## src/rtl/pic_init_sequencer_if.sv

```systemverilog
// -----------------------------------------------------------------------------
// pic_init_sequencer_if
//   CPU write-bus bundle for the PIC command-word sequencer.
//
//   Signals
//     wr_stb  one-cycle write strobe, already synchronized to clk
//     a0      address bit A0 qualifying the write
//     din     write data D7..D0
//
//   Modports
//     master  CPU side (drives the bus)
//     slave   sequencer side (samples the bus)
// -----------------------------------------------------------------------------
interface pic_init_sequencer_if;
    logic       wr_stb;
    logic       a0;
    logic [7:0] din;

    modport master (output wr_stb, output a0, output din);
    modport slave  (input  wr_stb, input  a0, input  din);
endinterface : pic_init_sequencer_if

```

## src/rtl/pic_init_sequencer.sv

```systemverilog
// -----------------------------------------------------------------------------
// pic_init_sequencer
//   Command-word sequencer for an 8259A-compatible PIC. Decodes CPU writes
//   (A0 + 8-bit data) into the ICW1..ICW4 initialization sequence and the
//   OCW1..OCW3 operational commands. Owns the interrupt mask register and
//   publishes the configuration fields used by the priority resolver and the
//   ISR/IRR logic.
//
//   Parameters
//     MASK_RESET_VAL  mask value loaded by rst (ICW1 always clears to 8'h00)
//
//   Ports
//     clk          system clock, all state on the rising edge
//     rst          synchronous, active-high reset
//     bus          write bus (wr_stb, a0, din), slave side
//     mask         current IMR value (1 = IRn masked)
//     mask_clr     pulse: mask cleared by ICW1
//     mask_we      pulse: mask loaded by OCW1
//     vector_base  T7..T3 from ICW2
//     icw3         cascade word from ICW3
//     sngl/ic4/ltim               ICW1 D1/D0/D3
//     upm/aeoi/ms/buf_mode/sfnm   ICW4 D0/D1/D2/D3/D4
//     init_done    high while the sequencer is in the ready state
//     ocw2_stb     pulse: OCW2 accepted
//     ocw2_cmd     OCW2 R,SL,EOI (D7..D5)
//     ocw2_lvl     OCW2 L2..L0
//     read_isr     OCW3 RIS state (0 = read IRR, 1 = read ISR)
//     smm          special mask mode
//     poll_stb     pulse: OCW3 poll command
//     cmd_err      pulse: write ignored as illegal for the current state
//
//   Every output is a register; the effect of a write appears on the cycle
//   after its wr_stb cycle. Pulses are cleared on every cycle they are not
//   re-asserted, so back-to-back writes give back-to-back pulses.
// -----------------------------------------------------------------------------
module pic_init_sequencer #(
    parameter logic [7:0] MASK_RESET_VAL = 8'h00
) (
    input  logic                        clk,
    input  logic                        rst,
    pic_init_sequencer_if.slave         bus,
    output logic [7:0]                  mask,
    output logic                        mask_clr,
    output logic                        mask_we,
    output logic [4:0]                  vector_base,
    output logic [7:0]                  icw3,
    output logic                        sngl,
    output logic                        ic4,
    output logic                        ltim,
    output logic                        upm,
    output logic                        aeoi,
    output logic                        ms,
    output logic                        buf_mode,
    output logic                        sfnm,
    output logic                        init_done,
    output logic                        ocw2_stb,
    output logic [2:0]                  ocw2_cmd,
    output logic [2:0]                  ocw2_lvl,
    output logic                        read_isr,
    output logic                        smm,
    output logic                        poll_stb,
    output logic                        cmd_err
);

    typedef enum logic [2:0] {
        S_ICW1  = 3'd0,
        S_ICW2  = 3'd1,
        S_ICW3  = 3'd2,
        S_ICW4  = 3'd3,
        S_READY = 3'd4
    } state_t;

    state_t      state_q;
    logic [7:0]  mask_q;
    logic        mask_clr_q;
    logic        mask_we_q;
    logic [4:0]  vector_base_q;
    logic [7:0]  icw3_q;
    logic        sngl_q;
    logic        ic4_q;
    logic        ltim_q;
    logic        upm_q;
    logic        aeoi_q;
    logic        ms_q;
    logic        buf_mode_q;
    logic        sfnm_q;
    logic        init_done_q;
    logic        ocw2_stb_q;
    logic [2:0]  ocw2_cmd_q;
    logic [2:0]  ocw2_lvl_q;
    logic        read_isr_q;
    logic        smm_q;
    logic        poll_stb_q;
    logic        cmd_err_q;

    // ICW1 is recognised in every state, so it is decoded ahead of the
    // per-state handling and restarts the sequence whenever it appears.
    logic is_icw1;
    assign is_icw1 = bus.wr_stb & ~bus.a0 & bus.din[4];

    always_ff @(posedge clk) begin
        if (rst) begin
            state_q       <= S_ICW1;
            mask_q        <= MASK_RESET_VAL;
            mask_clr_q    <= 1'b0;
            mask_we_q     <= 1'b0;
            vector_base_q <= '0;
            icw3_q        <= '0;
            sngl_q        <= 1'b0;
            ic4_q         <= 1'b0;
            ltim_q        <= 1'b0;
            upm_q         <= 1'b0;
            aeoi_q        <= 1'b0;
            ms_q          <= 1'b0;
            buf_mode_q    <= 1'b0;
            sfnm_q        <= 1'b0;
            init_done_q   <= 1'b0;
            ocw2_stb_q    <= 1'b0;
            ocw2_cmd_q    <= '0;
            ocw2_lvl_q    <= '0;
            read_isr_q    <= 1'b0;
            smm_q         <= 1'b0;
            poll_stb_q    <= 1'b0;
            cmd_err_q     <= 1'b0;
        end else begin
            mask_clr_q <= 1'b0;
            mask_we_q  <= 1'b0;
            ocw2_stb_q <= 1'b0;
            poll_stb_q <= 1'b0;
            cmd_err_q  <= 1'b0;

            if (is_icw1) begin
                ic4_q       <= bus.din[0];
                sngl_q      <= bus.din[1];
                ltim_q      <= bus.din[3];
                mask_q      <= 8'h00;
                mask_clr_q  <= 1'b1;
                upm_q       <= 1'b0;
                aeoi_q      <= 1'b0;
                ms_q        <= 1'b0;
                buf_mode_q  <= 1'b0;
                sfnm_q      <= 1'b0;
                read_isr_q  <= 1'b0;
                smm_q       <= 1'b0;
                init_done_q <= 1'b0;
                state_q     <= S_ICW2;
            end else if (bus.wr_stb) begin
                case (state_q)
                    S_ICW2: begin
                        if (bus.a0) begin
                            vector_base_q <= bus.din[7:3];
                            // Single mode skips ICW3; no IC4 skips ICW4.
                            if (!sngl_q) begin
                                state_q <= S_ICW3;
                            end else if (ic4_q) begin
                                state_q <= S_ICW4;
                            end else begin
                                state_q     <= S_READY;
                                init_done_q <= 1'b1;
                            end
                        end else begin
                            cmd_err_q <= 1'b1;
                        end
                    end
                    S_ICW3: begin
                        if (bus.a0) begin
                            icw3_q <= bus.din;
                            if (ic4_q) begin
                                state_q <= S_ICW4;
                            end else begin
                                state_q     <= S_READY;
                                init_done_q <= 1'b1;
                            end
                        end else begin
                            cmd_err_q <= 1'b1;
                        end
                    end
                    S_ICW4: begin
                        if (bus.a0) begin
                            upm_q       <= bus.din[0];
                            aeoi_q      <= bus.din[1];
                            ms_q        <= bus.din[2];
                            buf_mode_q  <= bus.din[3];
                            sfnm_q      <= bus.din[4];
                            state_q     <= S_READY;
                            init_done_q <= 1'b1;
                        end else begin
                            cmd_err_q <= 1'b1;
                        end
                    end
                    S_READY: begin
                        if (bus.a0) begin
                            mask_q    <= bus.din;
                            mask_we_q <= 1'b1;
                        end else if (!bus.din[3]) begin
                            // din[4] is known clear here (ICW1 taken above),
                            // so din[3] alone separates OCW2 from OCW3.
                            ocw2_cmd_q <= bus.din[7:5];
                            ocw2_lvl_q <= bus.din[2:0];
                            ocw2_stb_q <= 1'b1;
                        end else begin
                            if (bus.din[1]) begin
                                read_isr_q <= bus.din[0];
                            end
                            if (bus.din[6]) begin
                                smm_q <= bus.din[5];
                            end
                            poll_stb_q <= bus.din[2];
                        end
                    end
                    default: begin
                        // Uninitialized: only ICW1 is legal.
                        cmd_err_q <= 1'b1;
                    end
                endcase
            end
        end
    end

    assign mask        = mask_q;
    assign mask_clr    = mask_clr_q;
    assign mask_we     = mask_we_q;
    assign vector_base = vector_base_q;
    assign icw3        = icw3_q;
    assign sngl        = sngl_q;
    assign ic4         = ic4_q;
    assign ltim        = ltim_q;
    assign upm         = upm_q;
    assign aeoi        = aeoi_q;
    assign ms          = ms_q;
    assign buf_mode    = buf_mode_q;
    assign sfnm        = sfnm_q;
    assign init_done   = init_done_q;
    assign ocw2_stb    = ocw2_stb_q;
    assign ocw2_cmd    = ocw2_cmd_q;
    assign ocw2_lvl    = ocw2_lvl_q;
    assign read_isr    = read_isr_q;
    assign smm         = smm_q;
    assign poll_stb    = poll_stb_q;
    assign cmd_err     = cmd_err_q;

endmodule : pic_init_sequencer

```

## src/flat_wrapper.sv

```systemverilog
// flat-port wrapper written by rule: the top's interface ports become plain ports
module pic_init_sequencer_flat 
#(
    parameter logic [7:0] MASK_RESET_VAL = 8'h00
)
  (clk, rst, mask, mask_clr, mask_we, vector_base, icw3, sngl, ic4, ltim, upm, aeoi, ms, buf_mode, sfnm, init_done, ocw2_stb, ocw2_cmd, ocw2_lvl, read_isr, smm, poll_stb, cmd_err, bus_wr_stb, bus_a0, bus_din);
  pic_init_sequencer_if bus_i ();
  input  logic clk;
  input  logic rst;
  output logic [7:0] mask;
  output logic mask_clr;
  output logic mask_we;
  output logic [4:0] vector_base;
  output logic [7:0] icw3;
  output logic sngl;
  output logic ic4;
  output logic ltim;
  output logic upm;
  output logic aeoi;
  output logic ms;
  output logic buf_mode;
  output logic sfnm;
  output logic init_done;
  output logic ocw2_stb;
  output logic [2:0] ocw2_cmd;
  output logic [2:0] ocw2_lvl;
  output logic read_isr;
  output logic smm;
  output logic poll_stb;
  output logic cmd_err;
  input wire logic [$bits(bus_i.wr_stb)-1:0] bus_wr_stb;
  input wire logic [$bits(bus_i.a0)-1:0] bus_a0;
  input wire logic [$bits(bus_i.din)-1:0] bus_din;
  assign bus_i.wr_stb = bus_wr_stb;
  assign bus_i.a0 = bus_a0;
  assign bus_i.din = bus_din;
  pic_init_sequencer #(.MASK_RESET_VAL(MASK_RESET_VAL)) u_core (.clk(clk), .rst(rst), .bus(bus_i), .mask(mask), .mask_clr(mask_clr), .mask_we(mask_we), .vector_base(vector_base), .icw3(icw3), .sngl(sngl), .ic4(ic4), .ltim(ltim), .upm(upm), .aeoi(aeoi), .ms(ms), .buf_mode(buf_mode), .sfnm(sfnm), .init_done(init_done), .ocw2_stb(ocw2_stb), .ocw2_cmd(ocw2_cmd), .ocw2_lvl(ocw2_lvl), .read_isr(read_isr), .smm(smm), .poll_stb(poll_stb), .cmd_err(cmd_err));
endmodule
```

## config.mk

```make
export PLATFORM = sky130hd
export DESIGN_NAME = pic_init_sequencer_flat
export DESIGN_NICKNAME = d
export VERILOG_FILES = /design/src/rtl/pic_init_sequencer_if.sv /design/src/rtl/pic_init_sequencer.sv /design/src/flat_wrapper.sv
export SDC_FILE = /design/constraint.sdc
export NUM_CORES = 1
export LEC_CHECK = 0
export CORE_MARGIN = 2
export CORE_UTILIZATION = 45
export DETAILED_ROUTE_END_ITERATION = 8
export PLACE_DENSITY = 0.81
export SLEW_MARGIN = 15
export SYNTH_ARGS = -nofsm -noshare
export SYNTH_HDL_FRONTEND = slang
export SYNTH_SLANG_ARGS = --single-unit
```

## constraint.sdc

```tcl
create_clock -name clk -period 1.6 [get_ports clk]
set_input_delay 0.16 -clock clk [delete_from_list [all_inputs] [get_ports clk]]
set_output_delay 0.16 -clock clk [all_outputs]
set_load 0.01 [all_outputs]
```

# After elaboration in Yosys (flattened, before gate mapping)
# Index checks and enable logic that the tools add are counted.
[word_totals] reg_bits=46 out_inout_bits=43 wordCells=79
[op_classes] bitwise_logic=7 n_eq_ne=11 reduce_logical=19 mux=19
[op_table] op="5-bit AND reduction" n=5
[op_table] op="3-bit two-way mux" n=5
[op_table] op="1-bit two-way mux" n=11
[op_table] op="3-bit by 2-bit inequality test with 1-bit output (second input constant)" n=3
[op_table] op="3-bit case mux with 3 select lines" n=1
[op_table] op="4-bit AND reduction" n=2
[op_table] op="3-bit by 2-bit equality test with 1-bit output (second input constant)" n=2
[op_table] op="2-bit inequality test (second input constant)" n=3
[op_table] op="3-bit AND reduction" n=2
[op_table] op="6-bit AND reduction" n=1
[op_table] op="3-bit OR reduction" n=2
[op_table] op="6-bit OR reduction" n=1
[op_table] op="1-bit inverter" n=5
[op_table] op="5-bit OR reduction" n=1
[op_table] op="4-bit nonzero test" n=1
[op_table] op="4-bit OR reduction" n=1
[op_table] op="3-bit by 1-bit equality test with 1-bit output (second input constant)" n=1
[op_table] op="3-bit equality test (second input constant)" n=1
[op_table] op="1-bit case mux with 3 select lines" n=1
[op_table] op="3-bit nonzero test" n=1
[op_table] op="1-bit AND" n=2
[op_table] op="2-bit by 1-bit inequality test with 1-bit output (second input constant)" n=1
[op_table] op="1-bit case mux with 2 select lines" n=1
[op_table] op="2-bit nonzero test" n=1
[op_table] op="2-bit OR reduction" n=1

# Longest topological paths before layout
# Gate-level depths: netlist of run 1.
[logic_depth] word_depth=6 mapped_depth=6

# Worst setup path before layout of run 1
# OpenSTA, ideal clock, no wires.
[synth_timing] path_type="reg2reg" from="reg u_core.state_q[1]" to="reg u_core.icw3_q[1], in the netlist u_core.icw3[1]" setup_ps=128 n_path_buf=1 required_ps=1472 stages_incl_launch_ff=6 period_less_slack_ps=1301 path_slack_ps=299 arrival_ps=1174 cell_sequence="dfxtp_1 nand3_1 or3_1 buf_2 mux2i_1 nor2_1"
[synth_via] elab_chain_cells=2
[synth_rtl] item="start, declared" line="pic_init_sequencer.sv:73" source="state_t state_q;"
[synth_rtl] item="start signal, assigned" line="pic_init_sequencer.sv:103" source="state_q <= S_ICW1;"
[synth_rtl] item="start signal, assigned" line="pic_init_sequencer.sv:146" source="state_q <= S_ICW2;"
[synth_rtl] item="start signal, assigned" line="pic_init_sequencer.sv:154" source="state_q <= S_ICW3;"
[synth_rtl] item="3-bit by 2-bit equality test with 1-bit output" line="pic_init_sequencer.sv:148" source="case (state_q)"
[synth_rtl] item="4-bit AND reduction (no source line)"
[synth_rtl] item="end signal, assigned" line="pic_init_sequencer.sv:167" source="icw3_q <= bus.din;"
[synth_rtl] item="end, declared" line="pic_init_sequencer.sv:78" source="logic [7:0] icw3_q;"
# No other way between the ends.
# A chain may end at the register's enable or synchronous reset.

# Final worst setup path of run 1
[layout_timing] from="reg u_core.state_q[2]" to="reg u_core.mask_q[1], in the netlist u_core.mask[1]"
[layout_via] elab_chain_cells=2
[layout_rtl] item="3-bit equality test" line="pic_init_sequencer.sv:148"
[layout_rtl] item="3-bit AND reduction (no source line)"
[layout_rtl] item="end signal, assigned" line="pic_init_sequencer.sv:193" source="mask_q <= bus.din;"
[layout_rtl] item="end, declared" line="pic_init_sequencer.sv:74" source="logic [7:0] mask_q;"
# No other way between the ends.

==> results of run 1 <==
final cells by class:
| class | instances | share of cell area, % |
|---|---|---|
| Clock buffer | 7 | 3.04 |
| Clock inverter | 1 | 1.20 |
| Inverter | 2 | 0.299 |
| Multi-Input combinational cell | 117 | 30.3 |
| Sequential cell | 46 | 36.7 |
| Tap cell | 48 | 2.39 |
| Timing Repair Buffer | 69 | 26.0 |
critical path: stages, from the launching register on:
cell     delay [ps]
dfxtp_1         570
nor4b_2         290
buf_4           240
mux2i_1         200
nor2_1           50
worst min-delay path by stage:
stage	start	endpoint	slack, ps	depth (start not counted)
2_1_floorplan	bus_din[2]	u_core.poll_stb	280	2
3_3_place_gp	u_core.read_isr	u_core.read_isr	470	2
3_5_place_dp	u_core.init_done	u_core.init_done	470	1
4_1_cts	u_core.init_done	u_core.init_done	490	1
5_1_grt	u_core.init_done	u_core.init_done	510	1
6_report	u_core.init_done	u_core.init_done	480	1
through the flow:
step	setup slack [ps]	instances	util, %	power, µW	hold slack [ps]
2_1_floorplan	299	175	-	1250	278
3_3_place_gp	-81.6	282	65.1	1330	465
3_5_place_dp	-124	282	65.1	1330	467
4_1_cts	141	290	68.0	2150	485
5_1_grt	4.80	290	68.0	2220	510
6_report	151	290	68.0	2140	477
routing by layer:
layer  vias to the layer above  share of wire [%]  wire length, µm  global-route usage, %
met5                         -                  0                0                      0
li1                        723                  -                -                      -
met4                         0               0.63               25                   3.83
met3                         3                9.4              374                   8.35
met2                        50                 45             1780                   30.3
met1                       677                 45             1800                   28.0
where the power goes:
group | internal, µW | switching (µW)
Sequential | 1150 | 7.69
Clock | 467 | 365
Combinational | 70.2 | 75.9
Total | 1690 | 449
cell usage in the layout (no fill, tap or decap):
master / count
a21oi_1: 4
a31oi_1: 1
and2_1: 1
and3_1: 1
and4b_1: 1
buf_4: 15
bufinv_16: 1
clkbuf_1: 2
clkbuf_8: 5
clkdlybuf4s50_1: 54
dfxtp_1: 46
inv_1: 2
mux2i_1: 34
nand2_1: 7
nand2b_1: 3
nand3_1: 10
nand4_2: 1
nor2_1: 36
nor2_2: 1
nor2b_1: 1
nor2b_2: 1
nor3_1: 3
nor3_2: 1
nor3b_1: 2
nor4b_2: 1
o21a_1: 2
o21ai_0: 3
o22a_1: 1
o31ai_1: 1
or3_1: 1
sequential cells by signal (all words and copies together) (netlist names), 3 cells and up:
| signal | cells |
|---|---|
| u_core.vector_base | 5 |
| u_core.state_q | 3 |
| u_core.mask | 8 |
| u_core.ocw2_cmd | 3 |
| u_core.icw3 | 8 |
| u_core.ocw2_lvl | 3 |
cells by family after synthesis:
kind of cell,after synthesis,share of synthesized area [%]
AO/OA/AOI/OAI,12,4.19
flip-flops,46,53.2
AND/OR/NAND/NOR,71,19.7
multiplexers,34,19.7
buffers and inverters,12,3.25
==> impl_metrics.py, run 1 <==
metrics = {
    "outcome": {
        "status": "complete, no violations",
    },
    "detailed_routing": {
        "wire_per_inst_um": 13.7,
        "drc": 0,
        "vias": 1453,
        "drtAntennaViolNets": 0,
        "drtIter0Drc": 52,
        "vias_per_cell": 5.01,
        "routed_wl_um": 3970,
        "first_pass_iters": 4,
    },
    "run": {
        "maxCapViolCount": 0,
    },
    "floorplanning": {
        "coreArea_um2": 3690,
        "die-area_um2": 4360,
        "die_w_um": 66.0,
        "ios": 55,
        "rows": 22,
        "die_y_um": 66.0,
        "initial_core_util_pct": 46.9,
    },
    "clock_tree": {
        "post_cts_buffers": 0,
        "cts_root_buf": "clkbuf_8",
        "cts-resized-gates": 0,
        "insertion_delay_ps": 290,
        "clockBufferDepth": 2,
        "cts_made_buffers": 5,
        "cts_sinks": 46,
        "clk_pin_slew_ps": 80,
        "hold_buffers": 0,
        "htreeDepth": 2,
        "cts_tree": "built",
    },
    "setup_path": {
        "path_max_fanout": 13,
        "start_kind": "register",
        "worstPathArrival_ps": 1640,
        "worstReg2RegStart": "u_core.state_q[2]",
        "rr_endpoint": "u_core.mask[1]",
        "ff2ff_path_depth": 4,
        "cp-endpoint": "u_core.mask[1]",
        "startpoint": "u_core.state_q[2]",
        "reg2reg_slack_ps": 150,
        "crit_type": "reg2reg",
        "worst_ep_required_time_ps": 1790,
        "critPathCaptureType": "register",
    },
    "timing": {
        "final-hold-violation-count": 0,
        "post-route-period-util_pct": 90.5,
        "max_freq_mhz": 690,
        "min_period_ps": 1450,
        "setup_viol_count_final": 0,
        "finClkSkew_ps": 6.38,
        "final_max_slew_viol_count": 0,
        "worst_pin_slew_ps": 638,
        "rsz0062_at_grt": "false",
        "maxSlewHeadroom_pct": 57.5,
        "fin_tns_setup_ps": 0,
    },
    "synthesis": {
        "synth_edf_count": 0,
        "yosysWarnings": 0,
        "synthArstFlopShare_pct": 0,
        "ys_top_cells_by_area": "dfxtp_1 53%, mux2i_1 20%, nor2_1 7.8%, nand3_1 2.9%, nand2_1 1.5%",
        "netlist.area_leader.share_pct": 53.2,
        "syn_avg_cell_area_um2": 9.90,
        "synth_cell_types": 28,
        "synth-main-ff-cell": "dfxtp_1",
        "synth_cells": 175,
        "ys_ff_latch": 46,
        "synth_area_leader_cell": "dfxtp_1",
        "synth_area_um2": 1730,
        "synth_commonest_cells": "46 x dfxtp_1, 36 x nor2_1, 34 x mux2i_1, 10 x nand3_1, 7 x nand2_1",
        "synth_nets": 187,
        "synth-seq-area-share_pct": 53.2,
        "synth_most_common_cell": "dfxtp_1",
    },
    "place": {
        "place.gp.congestion": 0.780,
        "hpwl_um": 2920,
        "io_buffer_count": 54,
        "dpl_cell_area_um2": 2400,
    },
    "finish": {
        "fin_area_um2": 2510,
        "multi_input_area_um2": 761,
        "seq_area_um2": 921,
        "fillers": 306,
        "final_nets": 253,
        "final_layout_size_suffix_gt1_share_pct": 10.7,
        "syn_to_final_growth_pct": 44.9,
        "diodes": 0,
    },
    "power": {
        "cellLeakagePower_uw": 0.000998,
        "vdd_ir_drop_max_v": 0.000658,
        "power_density_nw_per_um2": 853,
    },
    "grt": {
        "grt_pass1_wl_um": 6700,
        "overflow": 0,
        "grt_usage_pct": 20.4,
        "grt_max_degree": 22,
        "first_global_vias": 1355,
        "grt_antenna_before_repair": 0,
    },
    "worst_hold_path": {
        "hp-class": "reg2reg",
    },
}
(Power assumes the default switching activity.)
==> inputs of run 2 (changes only) <==
CELL_PAD_IN_SITES_DETAIL_PLACEMENT = 0   (was default)
CELL_PAD_IN_SITES_GLOBAL_PLACEMENT = 2   (was default)
CORE_UTILIZATION = 27   (was 45)
==> run 2 against run 1 <==
Against the previous run:
- clock skew increased by 2.0 ps
- count of clock-buffer cells in the layout shrank 1
- cell count grew 10%
- non-clock buffer count unchanged
- die area is 62% higher
- register-to-register slack about the same
- via count increased by 0.21%
- largest cell class unchanged
==> impl_metrics.py, run 2 (synthesis gave the netlist of run 1 again) <==
metrics = {
    "timing": {
        "final-hold-violation-count": 0,
        "rsz0062_at_grt": "false",
        "setup_viol_count_final": 0,
        "setup_slack_ps": 148,
        "post-route-period-util_pct": 90.7,
        "max_freq_mhz": 689,
        "worst_pin_slew_ps": 667,
        "final_max_slew_viol_count": 0,
        "finClkSkew_ps": 8.34,
        "min_period_ps": 1450,
        "maxSlewHeadroom_pct": 55.5,
    },
    "detailed_routing": {
        "drtAntennaViolNets": 0,
        "routed_wl_um": 4470,
        "vias": 1456,
        "first_pass_iters": 4,
        "drc": 0,
        "vias_per_cell": 4.56,
        "drtIter0Drc": 68,
        "wire_per_inst_um": 14.0,
    },
    "finish": {
        "final_nets": 253,
        "diodes": 0,
        "fillers": 639,
        "multi_input_area_um2": 761,
        "final_cells": 319,
        "layout_common_cells": "54 x clkdlybuf4s50_1, 46 x dfxtp_1, 36 x nor2_1",
        "seq_area_um2": 921,
        "final_common_cell": "clkdlybuf4s50_1",
        "syn_to_final_growth_pct": 49.8,
        "fin_area_um2": 2590,
        "final_layout_size_suffix_gt1_share_pct": 11.6,
    },
    "grt": {
        "overflow": 0,
        "first_global_vias": 1427,
        "grt_antenna_before_repair": 0,
        "grt_usage_pct": 13.0,
        "grt_max_degree": 25,
        "grt_pass1_wl_um": 7310,
    },
    "place": {
        "place.gp.congestion": 0.725,
        "dp.cells": 311,
        "dpl_cell_area_um2": 2450,
        "io_buffer_count": 54,
        "dp_slack_ps": -131,
        "hpwl_um": 3190,
    },
    "setup_path": {
        "slowest_stage": "dfxtp_1",
        "path_max_fanout": 8,
        "start_kind": "register",
        "reg2reg_slack_ps": 150,
        "crit_buf_inv": 1,
        "crit_family": "simple AND/OR/NAND/NOR gates",
        "worstPathArrival_ps": 1650,
        "critPathCaptureType": "register",
        "cp_cell_sequence": "nand3_1 -> or3_1 -> buf_4 -> mux2i_1 -> nor2_1",
        "worst_ep_required_time_ps": 1800,
        "slowest_delay_ps": 470,
        "crit_type": "reg2reg",
    },
    "clock_tree": {
        "htreeDepth": 2,
        "hold_buffers": 0,
        "cts-resized-gates": 0,
        "clk_pin_slew_ps": 90,
        "cts_sinks": 46,
        "clockBufferDepth": 2,
        "cts_made_buffers": 5,
        "cts_root_buf": "clkbuf_8",
        "cts_tree": "built",
        "insertion_delay_ps": 300,
        "post_cts_buffers": 0,
    },
    "floorplanning": {
        "die_w_um": 84.1,
        "rows": 29,
        "die-area_um2": 7070,
        "coreArea_um2": 6280,
        "initial_core_util_pct": 27.6,
        "die_y_um": 84.1,
        "ios": 55,
    },
    "power": {
        "cellLeakagePower_uw": 0.00102,
        "vdd_ir_drop_max_v": 0.000508,
        "power_density_nw_per_um2": 919,
    },
    "worst_hold_path": {
        "hp-class": "reg2reg",
    },
    "outcome": {
        "status": "complete, no violations",
    },
    "run": {
        "maxCapViolCount": 0,
    },
}
run 2: cell type report:
cell class              instances  share of cell area, %
clock buffers                   6                   3.18
clock inverters                 2                   2.32
inverters                       2                  0.289
multi-input cells             117                   29.3
flip-flops and latches         46                   35.5
well taps                      77                   3.71
repair buffers                 69                   25.7
run 2: through the flow:
step	TNS, ps	util, %	hold WS [ps]	total power, µW
2_1_floorplan	0	-	278	1250
3_3_place_gp	-3380	39.0	464	1340
3_5_place_dp	-3560	39.0	459	1340
4_1_cts	0	41.3	479	2410
5_1_grt	0	41.3	499	2470
6_report	0	41.3	470	2380
run 2: per-layer routing:
metal,track usage (%),vias up,wire [µm]
met5,0,-,0
met4,4.40,0,74
met3,3.76,8,206
met2,20.2,34,2060
met1,17.1,691,2130
li1,-,723,-
run 2: power breakdown:
group          total, µW  switching, µW  internal [µW]
sequential          1160           7.29           1150
clock               1070            402            666
combinational        155           80.7           74.2
total               2380            490           1890
run 2: path summary, 6_finish.rpt:
check	startpoint	end	depth (start not counted)
min reg2reg	u_core.init_done	u_core.init_done	1
min	u_core.init_done	u_core.init_done	1
max reg2reg	u_core.state_q[1]	u_core.icw3[2]	5
max	u_core.state_q[1]	u_core.icw3[2]	5
